===== src/rtl/uart_cmd_parser.sv =====
// ============================================================================
// Module   : uart_cmd_parser
// Brief    : Decodes 5-byte UART write frames (SYNC ADDR DH DL CHK) into
//            register write strobes and replies with ACK/NAK.
// Revision : 1.0
// ============================================================================
`default_nettype none

module uart_cmd_parser #(
  parameter logic [7:0] SYNC_BYTE   = 8'hA5,
  parameter logic [7:0] ACK_BYTE    = 8'h06,
  parameter logic [7:0] NAK_BYTE    = 8'h15,
  parameter int         TIMEOUT_CYC = 30000
) (
  input  logic        clk,
  input  logic        rst,
  input  logic [7:0]  rx_data_i,
  input  logic        rx_valid_i,
  input  logic        rx_err_i,
  output logic        wr_en_o,
  output logic [7:0]  wr_addr_o,
  output logic [15:0] wr_data_o,
  output logic [7:0]  tx_data_o,
  output logic        tx_start_o,
  input  logic        tx_busy_i,
  output logic        frame_err_o
);

  localparam int CNT_W = $clog2(TIMEOUT_CYC + 1);
  localparam logic [CNT_W-1:0] TIMEOUT_MAX = CNT_W'(TIMEOUT_CYC);

  typedef enum logic [2:0] {
    IDLE       = 3'd0,
    GET_ADDR   = 3'd1,
    GET_DH     = 3'd2,
    GET_DL     = 3'd3,
    GET_CHK    = 3'd4,
    SEND_REPLY = 3'd5
  } state_t;

  state_t           state_q, state_d;
  logic [CNT_W-1:0] cnt_q, cnt_d;
  logic [7:0]       sum_q, sum_d;
  logic [7:0]       addr_q, addr_d;
  logic [7:0]       dh_q, dh_d;
  logic [7:0]       dl_q, dl_d;
  logic             wr_en_q, wr_en_d;
  logic [7:0]       wr_addr_q, wr_addr_d;
  logic [15:0]      wr_data_q, wr_data_d;
  logic [7:0]       tx_data_q, tx_data_d;
  logic             tx_start_q, tx_start_d;
  logic             frame_err_q, frame_err_d;
  logic             timeout;

  // Byte arrival outranks an expiring counter, so a late byte is still accepted.
  assign timeout = (cnt_q == TIMEOUT_MAX) && !rx_valid_i;

  always_comb begin
    state_d     = state_q;
    cnt_d       = cnt_q;
    sum_d       = sum_q;
    addr_d      = addr_q;
    dh_d        = dh_q;
    dl_d        = dl_q;
    wr_en_d     = 1'b0;
    wr_addr_d   = wr_addr_q;
    wr_data_d   = wr_data_q;
    tx_data_d   = tx_data_q;
    tx_start_d  = 1'b0;
    frame_err_d = 1'b0;

    if (rx_valid_i || state_q == IDLE || state_q == SEND_REPLY) begin
      cnt_d = '0;
    end else if (cnt_q != TIMEOUT_MAX) begin
      cnt_d = cnt_q + 1'b1;
    end

    case (state_q)
      IDLE: begin
        if (rx_valid_i && !rx_err_i && rx_data_i == SYNC_BYTE) begin
          state_d = GET_ADDR;
          sum_d   = '0;
        end
      end
      GET_ADDR, GET_DH, GET_DL, GET_CHK: begin
        if (rx_err_i || (timeout && !rx_valid_i)) begin
          state_d     = IDLE;
          frame_err_d = 1'b1;
        end else if (rx_valid_i) begin
          sum_d = sum_q + rx_data_i;
          case (state_q)
            GET_ADDR: begin addr_d = rx_data_i; state_d = GET_DH; end
            GET_DH:   begin dh_d   = rx_data_i; state_d = GET_DL; end
            GET_DL:   begin dl_d   = rx_data_i; state_d = GET_CHK; end
            default: begin
              state_d = SEND_REPLY;
              if (rx_data_i == sum_q) begin
                wr_en_d   = 1'b1;
                wr_addr_d = addr_q;
                wr_data_d = {dh_q, dl_q};
                tx_data_d = ACK_BYTE;
              end else begin
                frame_err_d = 1'b1;
                tx_data_d   = NAK_BYTE;
              end
            end
          endcase
        end
      end
      SEND_REPLY: begin
        if (!tx_busy_i) begin
          tx_start_d = 1'b1;
          state_d    = IDLE;
        end
      end
      default: state_d = IDLE;
    endcase
  end

  always_ff @(posedge clk) begin
    if (rst) begin
      state_q     <= IDLE;
      cnt_q       <= '0;
      sum_q       <= '0;
      addr_q      <= '0;
      dh_q        <= '0;
      dl_q        <= '0;
      wr_en_q     <= 1'b0;
      wr_addr_q   <= '0;
      wr_data_q   <= '0;
      tx_data_q   <= '0;
      tx_start_q  <= 1'b0;
      frame_err_q <= 1'b0;
    end else begin
      state_q     <= state_d;
      cnt_q       <= cnt_d;
      sum_q       <= sum_d;
      addr_q      <= addr_d;
      dh_q        <= dh_d;
      dl_q        <= dl_d;
      wr_en_q     <= wr_en_d;
      wr_addr_q   <= wr_addr_d;
      wr_data_q   <= wr_data_d;
      tx_data_q   <= tx_data_d;
      tx_start_q  <= tx_start_d;
      frame_err_q <= frame_err_d;
    end
  end

  assign wr_en_o     = wr_en_q;
  assign wr_addr_o   = wr_addr_q;
  assign wr_data_o   = wr_data_q;
  assign tx_data_o   = tx_data_q;
  assign tx_start_o  = tx_start_q;
  assign frame_err_o = frame_err_q;

endmodule

`default_nettype wire


===== config.mk =====
export PLATFORM = sky130hd
export DESIGN_NAME = uart_cmd_parser
export DESIGN_NICKNAME = d
export VERILOG_FILES = /design/src/rtl/uart_cmd_parser.sv
export SDC_FILE = /design/constraint.sdc
export NUM_CORES = 1
export LEC_CHECK = 0
export ABC_AREA = 0
export BUFFER_PORTS_ARGS = -buffer_cell sky130_fd_sc_hd__buf_4
export CAP_MARGIN = 15
export CORE_ASPECT_RATIO = 0.8
export CORE_MARGIN = 2
export CORE_UTILIZATION = 51
export DETAILED_ROUTE_END_ITERATION = 12
export PLACE_DENSITY = 0.75
export SYNTH_ARGS = -nofsm -noshare
export SYNTH_HDL_FRONTEND = slang
export SYNTH_SLANG_ARGS = --single-unit

===== constraint.sdc =====
create_clock -name clk -period 1.8 [get_ports clk]
set_input_delay 0.09 -clock clk [delete_from_list [all_inputs] [get_ports clk]]
set_output_delay 0.09 -clock clk [all_outputs]
set_load 0.01 [all_outputs]

# Yosys cells after proc, flatten, opt, wreduce, memory -nomap -nowiden
# Cells that the tools add are included.
[classes] eq_ne=14 add_sub_neg=2 muxes=17 reduce_logical=24 bitwise=5
[op_table] operator="$mux 8" count=3
[op_table] operator="$reduce_and 4->1" count=5
[op_table] operator="$pmux 3 s3" count=2
[op_table] operator="$pmux 8 s2" count=1
[op_table] operator="$add 15x1->15 const B" count=1
[op_table] operator="$eq 15x15->1 const B" count=1
[op_table] operator="$ne 15x15->1 const B" count=1
[op_table] operator="$mux 3" count=4
[op_table] operator="$add 8x8->8" count=1
[op_table] operator="$eq 8x8->1" count=1
[op_table] operator="$eq 8x8->1 const B" count=1
[op_table] operator="$reduce_or 7->1" count=1
[op_table] operator="$eq 3x2->1 const B" count=2
[op_table] operator="$eq 3x3->1 const B" count=2
[op_table] operator="$mux 1" count=6
[op_table] operator="$ne 2x2->1 const B" count=3
[op_table] operator="$reduce_or 2->1" count=3
[op_table] operator="$mux 5" count=1
[op_table] operator="$not 1->1" count=5
[op_table] operator="$reduce_and 5->1" count=1
[op_table] operator="$logic_and 1x1->1" count=4
[op_table] operator="$reduce_or 4->1" count=1
[op_table] operator="$eq 3x1->1 const B" count=1
[op_table] operator="$logic_not 3->1" count=1
[op_table] operator="7 further kinds" count=10
[word_totals] inputBits=13 output_inout_bits=35 register_bits=85 word_cells=74

# Logic depth before layout (Yosys ltp)
# Gate-level depths: netlist of run 1.
[depth] word_depth=6 depth_mapped=8

# Least setup slack after synthesis of run 1
# OpenSTA, ideal clock, no wires.
[synth_timing] path_kind="reg2reg" startpoint="reg sum_q[0]" endpoint="reg sum_q[6]" synth_period_minus_slack_ns=1.911 t_arrival_ns=1.789 setup_time_ns=0.122 path_stages_with_launch=8 t_required_ns=1.678 setup_slack_ns=-0.111 cell_sequence="dfxtp_1 -> ha_1 -> fa_1 -> a211oi_1 -> o21bai_1 -> a21oi_1 -> nor4_1 -> a311o_1"
[synth_between] elab_chain_len=4
[synth_rtl] element="start: declaration" line_no="43" source="logic [7:0] sum_q, sum_d;"
[synth_rtl] element="start signal: assignment" line_no="137" source="sum_q <= sum_d;"
[synth_rtl] element="$add 8x8->8" line_no="90" source="sum_d = sum_q + rx_data_i;"
[synth_rtl] element="$mux 8" line_no="89" source="end else if (rx_valid_i) begin"
[synth_rtl] element="$mux 8" line_no="86" source="if (rx_err_i || (timeout && !rx_valid_i)) begin"
[synth_rtl] element="$pmux 8 s2" line_no="78" source="case (state_q)"
# Every way passes these cells. The select of a mux whose other input is x is not followed.
# A chain may end at the register's enable or synchronous reset.

# Final worst setup path of run 1
# Ends and elaborated chain as after synthesis.

==> results_dict.tcl, run 1 <==
set metrics [dict create \
    drv_cap 0 \
    async_reset_ff_frac 0 \
    arrival_ns 2.04 \
    start_util 0.524 \
    vias 3145 \
    synth-compound-area-share 0.141 \
    diodes 0 \
    cts_buffers 9 \
    reg2reg_to "sum_q[6]$_SDFFE_PP0P_" \
    p_leak_nw 1.67 \
    fin_nets 503 \
    clkTransAtPathRegs_ns 0.08 \
    ys_seq_area_frac 0.445 \
    instances_no_fill 572 \
    path_cells "ha_4, fa_2, a211oi_2, o21bai_1, a21oi_2, nor4_1, a311o_1" \
    skew_ns 0.0130 \
    worst-r2r-setup-slack_ns 0.008 \
    tritoncts "yes" \
    fin_crit_sh 0.995 \
    pin_count 48 \
    drive_above_1_share 0.272 \
    synth_top_family_by_area "simple AND/OR/NAND/NOR gates" \
    startpoint "sum_q[0]$_SDFFE_PP0P_" \
    synth-edff-count 0 \
    critPathCaptureType "flop" \
    hp-class "in2reg" \
    wire_per_inst_um 15.2 \
    cts_max_path_buffers 2 \
    drc 0 \
    status "completed" \
    ant_nets 0 \
    crit_fanout 3 \
    core_um2 6860 \
    grt_max_degree 33 \
    htree_num_levels 3 \
    max_clock_freq_mhz 558 \
    synth_xor_area_frac 0.0317 \
    port_buffers 43 \
    die_w_um 97.9 \
    r2r-start "sum_q[0]$_SDFFE_PP0P_" \
    utilization 0.658 \
    slowest_delay_ns 0.34 \
    powerDensity_nw_per_um2 959 \
    routed_wl_mm 8.71 \
    rows 27 \
    crit_buf_inv 0 \
    hold_viol 0 \
    grtUsageTotal 0.234 \
    hold_end "addr_q[6]$_SDFFE_PP0P_" \
    slowest_stage "dfxtp_2" \
    tightest_slew_ns 0.517 \
    drt_iter0_drc 212 \
    via_per_inst 5.50 \
    min_from "rx_data_i[6]" \
    relSlewSlack 0.655 \
    rsz0062_at_grt "yes" \
    cts_root_buffer "clkbuf_8" \
    antenna_found_initial 0 \
    crit_path_start_kind "flop" \
    min_period_ns 1.79 \
    path_delay_family "compound AO/OA/AOI/OAI gates" \
    clock-sinks 80 \
    syn_area_um2 3600 \
    synth_cell_types 57 \
    place_inst 553 \
    die_h_um 79.1 \
    firstDrtPassIters 4 \
    area_growth_pct 25.5 \
    reg2reg_depth 7 \
    hold_path_depth 3 \
    synth_cells 412 \
    finalWeightedCongestion 0.993 \
    die_area_um2 7740 \
    slew_viol_final 0 \
    dp_hpwl_mm 5.99 \
    muxShareOfSynthArea 0.0445 \
    synth_adder_area_share 0.0369 \
    clock_latency_ns 0.36 \
    synth_ff_type "dfxtp_1" \
    required_ns 2.05 \
    ys_warn_count 0 \
    grt_pass1_vias 2992 \
    ys_seq_elements 80 \
    syn_avg_cell_area_um2 8.73 \
    gr-total-overflow 0 \
    grt_pass1_wl_mm 14.5 \
    synthSimpleGateAreaFrac 0.241 \
    peakVddDrop_mv 0.493 \
    crit_type "reg2reg" \
    setup_violations 0 \
]
layout make-up:
cell class | instances | area [µm²]
clock buffers | 10 | 128
clock inverters | 6 | 67.6
fillers | 569 | 2340
inverters | 8 | 30.0
multi-input cells | 300 | 1940
flip-flops and latches | 80 | 1610
well taps | 87 | 109
repair buffers | 81 | 634
worst min-delay path: cells and delay by family:
kind / cells / cell delay, ns
buffers and inverters: 1 / 0.15
and+or+nand+nor: 1 / 0.07
AOI/OAI and AO/OA: 1 / 0.06
registers in the layout, summed over array words and instances, names as in the netlist:
name and cells:
wr_data_o 16, cnt_q 15, addr_q 8, dh_q 8, dl_q 8, sum_q 8
wr_addr_o 8, state_q 3, tx_data_o 3, frame_err_o 1, tx_start_o 1, wr_en_o 1
metrics by stage:
stage	total power, mW	hold WS, ns	area [µm²]	setup slack, ns	TNS (ns)
detailed placement	2.98	0.273	4150	-0.0786	-0.543
global placement	2.96	0.267	4150	-0.0412	-0.0412
global route	4.53	0.0448	4510	-0.0668	-0.490
finish	4.33	0.0540	4510	0.00848	0
floorplan	2.68	0.167	3630	0.0132	0
CTS	4.31	0.0197	4450	-0.0422	-0.0794
cell usage in the layout, fill, tap and decap left out, types with 2 or more instances in the layout:
master      netlist  final
and4bb_2          3      3
nor3_1            5      4
buf_6             2      3
a211oi_2          1      2
ha_1              9      2
nor2_1           36     36
o21ai_0           6      6
or2b_2            3      3
clkbuf_8          3      9
ha_4              0      7
dfxtp_1          80     74
and4bb_1          2      2
xor2_1            8      8
nand4_1           8      8
o21a_1            2      2
nand3_1          20     20
mux2i_1          16     16
a211o_1           2      2
dfxtp_2           0      6
nor2_2            3      2
xnor2_1           5      5
or3_1             7      7
clkinvlp_4        0      2
a31oi_1           3      3
a21oi_1          51     50
buf_4             5     76
nor3b_1           2      2
and3_1            2      2
a21o_1            4      4
nand2_1          70     70
conb_1            1      4
or2_1             2      2
inv_1             8      8
routing by layer:
layer | global-route usage | vias up | wire (µm)
met4 | 0.0833 | 0 | 95
met5 | 0 | - | 0
li1 | - | 1551 | -
met3 | 0.0599 | 9 | 470
met2 | 0.377 | 92 | 4010
met1 | 0.308 | 1493 | 4140
cell usage after synthesis (2+ instances only):
library cell  count  area [µm²]
or2b_2            3        26.3
and4bb_2          3        37.5
nor3b_1           2        15.0
nor2_2            3        18.8
a21o_1            4        30.0
clkbuf_1          7        26.3
xnor2_1           5        43.8
nor4_1            2        12.5
nand3_1          20         100
ha_1              9         113
nand2_1          70         263
and3_1            2        12.5
xor2_1            8        70.1
mux2i_1          16         160
buf_2             8        40.0
nand4_1           8        50.1
buf_6             2        22.5
nor2_1           36         135
clkbuf_8          3        41.3
and4bb_1          2        25.0
inv_1             8        30.0
a211o_1           2        17.5
o211a_1           2        20.0
a211oi_1          2        15.0
dfxtp_1          80        1600
o21ai_0           6        30.0
a21oi_1          51         255
or3_1             7        43.8
o21a_1            2        15.0
or2_1             2        12.5
nor3_1            5        25.0
buf_4             5        37.5
a31oi_1           3        18.8
report_power, final:
| group | switching (mW) | total [mW] | internal, mW |
|---|---|---|---|
| Sequential | 0.0755 | 1.92 | 1.84 |
| Combinational | 0.590 | 1.11 | 0.516 |
| Clock | 0.662 | 1.31 | 0.646 |
| Total | 1.33 | 4.33 | 3.00 |
timing repair:
item | 4_1_cts | 5_1_grt
pin swaps | 10 | 7
setup buffers | 1 | 0
gates cloned | 0 | 1
setup endpoints to repair | 27 | 32
endpoints found under the hold margin | 1 | 0
gates resized for setup | 11 | 14
hold buffers | 1 | 0
how the worst max path moves through the flow:
stage	end	cells past startpoint
after floorplan	sum_q[7]$_SDFFE_PP0P_	6
after global placement	sum_q[6]$_SDFFE_PP0P_	7
after detailed placement	sum_q[6]$_SDFFE_PP0P_	7
after CTS	sum_q[4]$_SDFFE_PP0P_	6
after global routing	wr_data_o[1]$_SDFFE_PP0P_	8
final	sum_q[6]$_SDFFE_PP0P_	7
cells by family (layout without fill, tap and decap cells):
group                    count (synthesis)  after routing
other                                    1              4
multiplexers                            16             16
AND/OR/NAND/NOR                        175            175
buffers and inverters                   35            105
XOR/XNOR                                13             13
flip-flops                              80             80
AO/OA/AOI/OAI                           82             82
adder cells (fa/ha/maj)                 10             10
Note: power is estimated with default switching activity, not from simulation.
==> inputs of run 2 (changes only) <==
Settings changed: BUFFER_PORTS_ARGS -buffer_cell sky130_fd_sc_hd__buf_4 to -buffer_cell sky130_fd_sc_hd__buf_2.
==> results_dict.tcl, run 2 (synthesized netlist as in run 1, its figures left out) <==
set metrics [dict create \
    status "finished, violations left" \
    violations "negative setup slack" \
    slowest_stage "fa_2" \
    grt_pass1_vias 2880 \
    relSlewSlack 0.640 \
    reg2reg_to "sum_q[6]$_SDFFE_PP0P_" \
    grtUsageTotal 0.229 \
    firstDrtPassIters 4 \
    drv_cap 0 \
    fillers 571 \
    port_buffers 43 \
    clock_latency_ns 0.36 \
    design_area_um2 4480 \
    pwr-share-comb 0.263 \
    reg2reg_depth 7 \
    p_clk_frac 0.300 \
    start_util 0.524 \
    intPower_mw 2.92 \
    finalWeightedCongestion 0.889 \
    wire_per_inst_um 15.0 \
    dpl_cell_area_um2 4080 \
    antenna_found_initial 0 \
    critPathCaptureType "flop" \
    drc 0 \
    hold_viol 0 \
    r2r-start "sum_q[0]$_SDFFE_PP0P_" \
    hp-class "in2reg" \
    skew_ns 0.00731 \
    fin_nets 505 \
    die_area_um2 7740 \
    p_leak_nw 1.73 \
    min_period_ns 1.85 \
    cts_root_buffer "clkbuf_8" \
    mostFrequentLayoutCells "72 x dfxtp_1, 70 x nand2_1, 50 x a21oi_1" \
    setup_violations 3 \
    die_w_um 97.9 \
    clkTransAtPathRegs_ns 0.09 \
    p_sw_mw 1.46 \
    tritoncts "yes" \
    via_per_inst 5.43 \
    rows 27 \
    worst-r2r-setup-slack_ns -0.05 \
    layout_setup_ws_ns -0.0454 \
    grt_pass1_wl_mm 14.1 \
    place_inst 556 \
    routed_wl_mm 8.64 \
    crit_fanout 3 \
    required_ns 2.06 \
    grt_max_degree 29 \
    ant_nets 0 \
    power.total_mw 4.38 \
    diodes 0 \
    core_um2 6860 \
    gr-total-overflow 0 \
    path_cells "ha_4, fa_2, a211oi_2, o21bai_1, a21oi_2, nor4_2, a311o_1" \
    peakVddDrop_mv 0.555 \
    crit_type "reg2reg" \
    htree_num_levels 3 \
    die_h_um 79.1 \
    clock-sinks 80 \
    fin_crit_sh 1.03 \
    instances_no_fill 574 \
    switching_share 0.332 \
    cts_max_path_buffers 2 \
    drt_iter0_drc 179 \
    max_clock_freq_mhz 542 \
    dp_hpwl_mm 6.09 \
    powerDensity_nw_per_um2 976 \
    area_growth_pct 24.7 \
    slowest_delay_ns 0.37 \
    crit_path_start_kind "flop" \
    slew_viol_final 0 \
    pin_count 48 \
    rsz0062_at_grt "yes" \
    cts_buffers 9 \
    vias 3116 \
    tns_ns -0.0859 \
    tightest_slew_ns 0.539 \
    hold_end "frame_err_o$_SDFF_PP0_" \
    min_from "rx_err_i" \
    hold_path_depth 3 \
    final_common_cell "dfxtp_1" \
    arrival_ns 2.10 \
    drive_above_1_share 0.290 \
    largest_register_ffs 16 \
    p_seq_frac 0.438 \
]
[run 2: cell type report]
cell class	count	area (µm²)	share of cell area
Clock inverter	7	73.8	0.0165
Multi-Input combinational cell	300	1980	0.441
Tap cell	87	109	0.0243
Inverter	8	30.0	0.00670
Sequential cell	80	1610	0.359
Clock buffer	9	124	0.0276
Timing Repair Buffer	83	558	0.124
[run 2: metal layers]
metal	track usage	vias to the layer above	wire, µm	share of wire
met5	0	-	0	0
met4	0.0722	0	116	0.013
met3	0.0502	12	366	0.042
met2	0.354	65	3890	0.45
met1	0.322	1479	4260	0.49
li1	-	1560	-	-
[run 2: through the flow]
stage           util  hold slack [ns]  setup WS, ns
2_1_floorplan      -            0.167        0.0132
3_3_place_gp   0.595            0.313       -0.0645
3_5_place_dp   0.595            0.316       -0.0935
4_1_cts        0.635           0.0568       -0.0701
5_1_grt        0.654           0.0861        -0.125
6_report       0.654           0.0646       -0.0454
[run 2: worst max-delay path: cells and delay by family (launching register included)]
kind | cells | cell delay (ns)
AND/OR/NAND/NOR | 1 | 0.06
adder cells (fa/ha/maj) | 2 | 0.53
AO/OA/AOI/OAI | 4 | 0.81
flip-flops | 1 | 0.34
[run 2: worst max path at each step]
stage | depth (start not counted) | to | start
floorplan | 6 | sum_q[7]$_SDFFE_PP0P_ | sum_q[1]$_SDFFE_PP0P_
global placement | 6 | sum_q[7]$_SDFFE_PP0P_ | sum_q[1]$_SDFFE_PP0P_
detailed placement | 6 | sum_q[7]$_SDFFE_PP0P_ | sum_q[1]$_SDFFE_PP0P_
CTS | 7 | sum_q[6]$_SDFFE_PP0P_ | sum_q[0]$_SDFFE_PP0P_
global route | 6 | sum_q[4]$_SDFFE_PP0P_ | sum_q[0]$_SDFFE_PP0P_
finish | 7 | sum_q[6]$_SDFFE_PP0P_ | sum_q[0]$_SDFFE_PP0P_
[run 2: power by group through the flow]
stage          Combinational, mW  Sequential (mW)  Clock, mW
5_1_grt                     1.25             1.92       1.41
3_3_place_gp               0.972             1.94          0
4_1_cts                     1.01             1.90       1.34
2_1_floorplan              0.762             1.92          0
6_report                    1.15             1.92       1.31
3_5_place_dp               0.988             1.94          0
[run 2: timing repair]
item	4_1_cts	5_1_grt
hold buffers	1	0
pin swaps	9	9
gates resized for setup	9	25
setup buffers	0	1
endpoints found under the setup margin	26	34
hold endpoints to repair	1	0
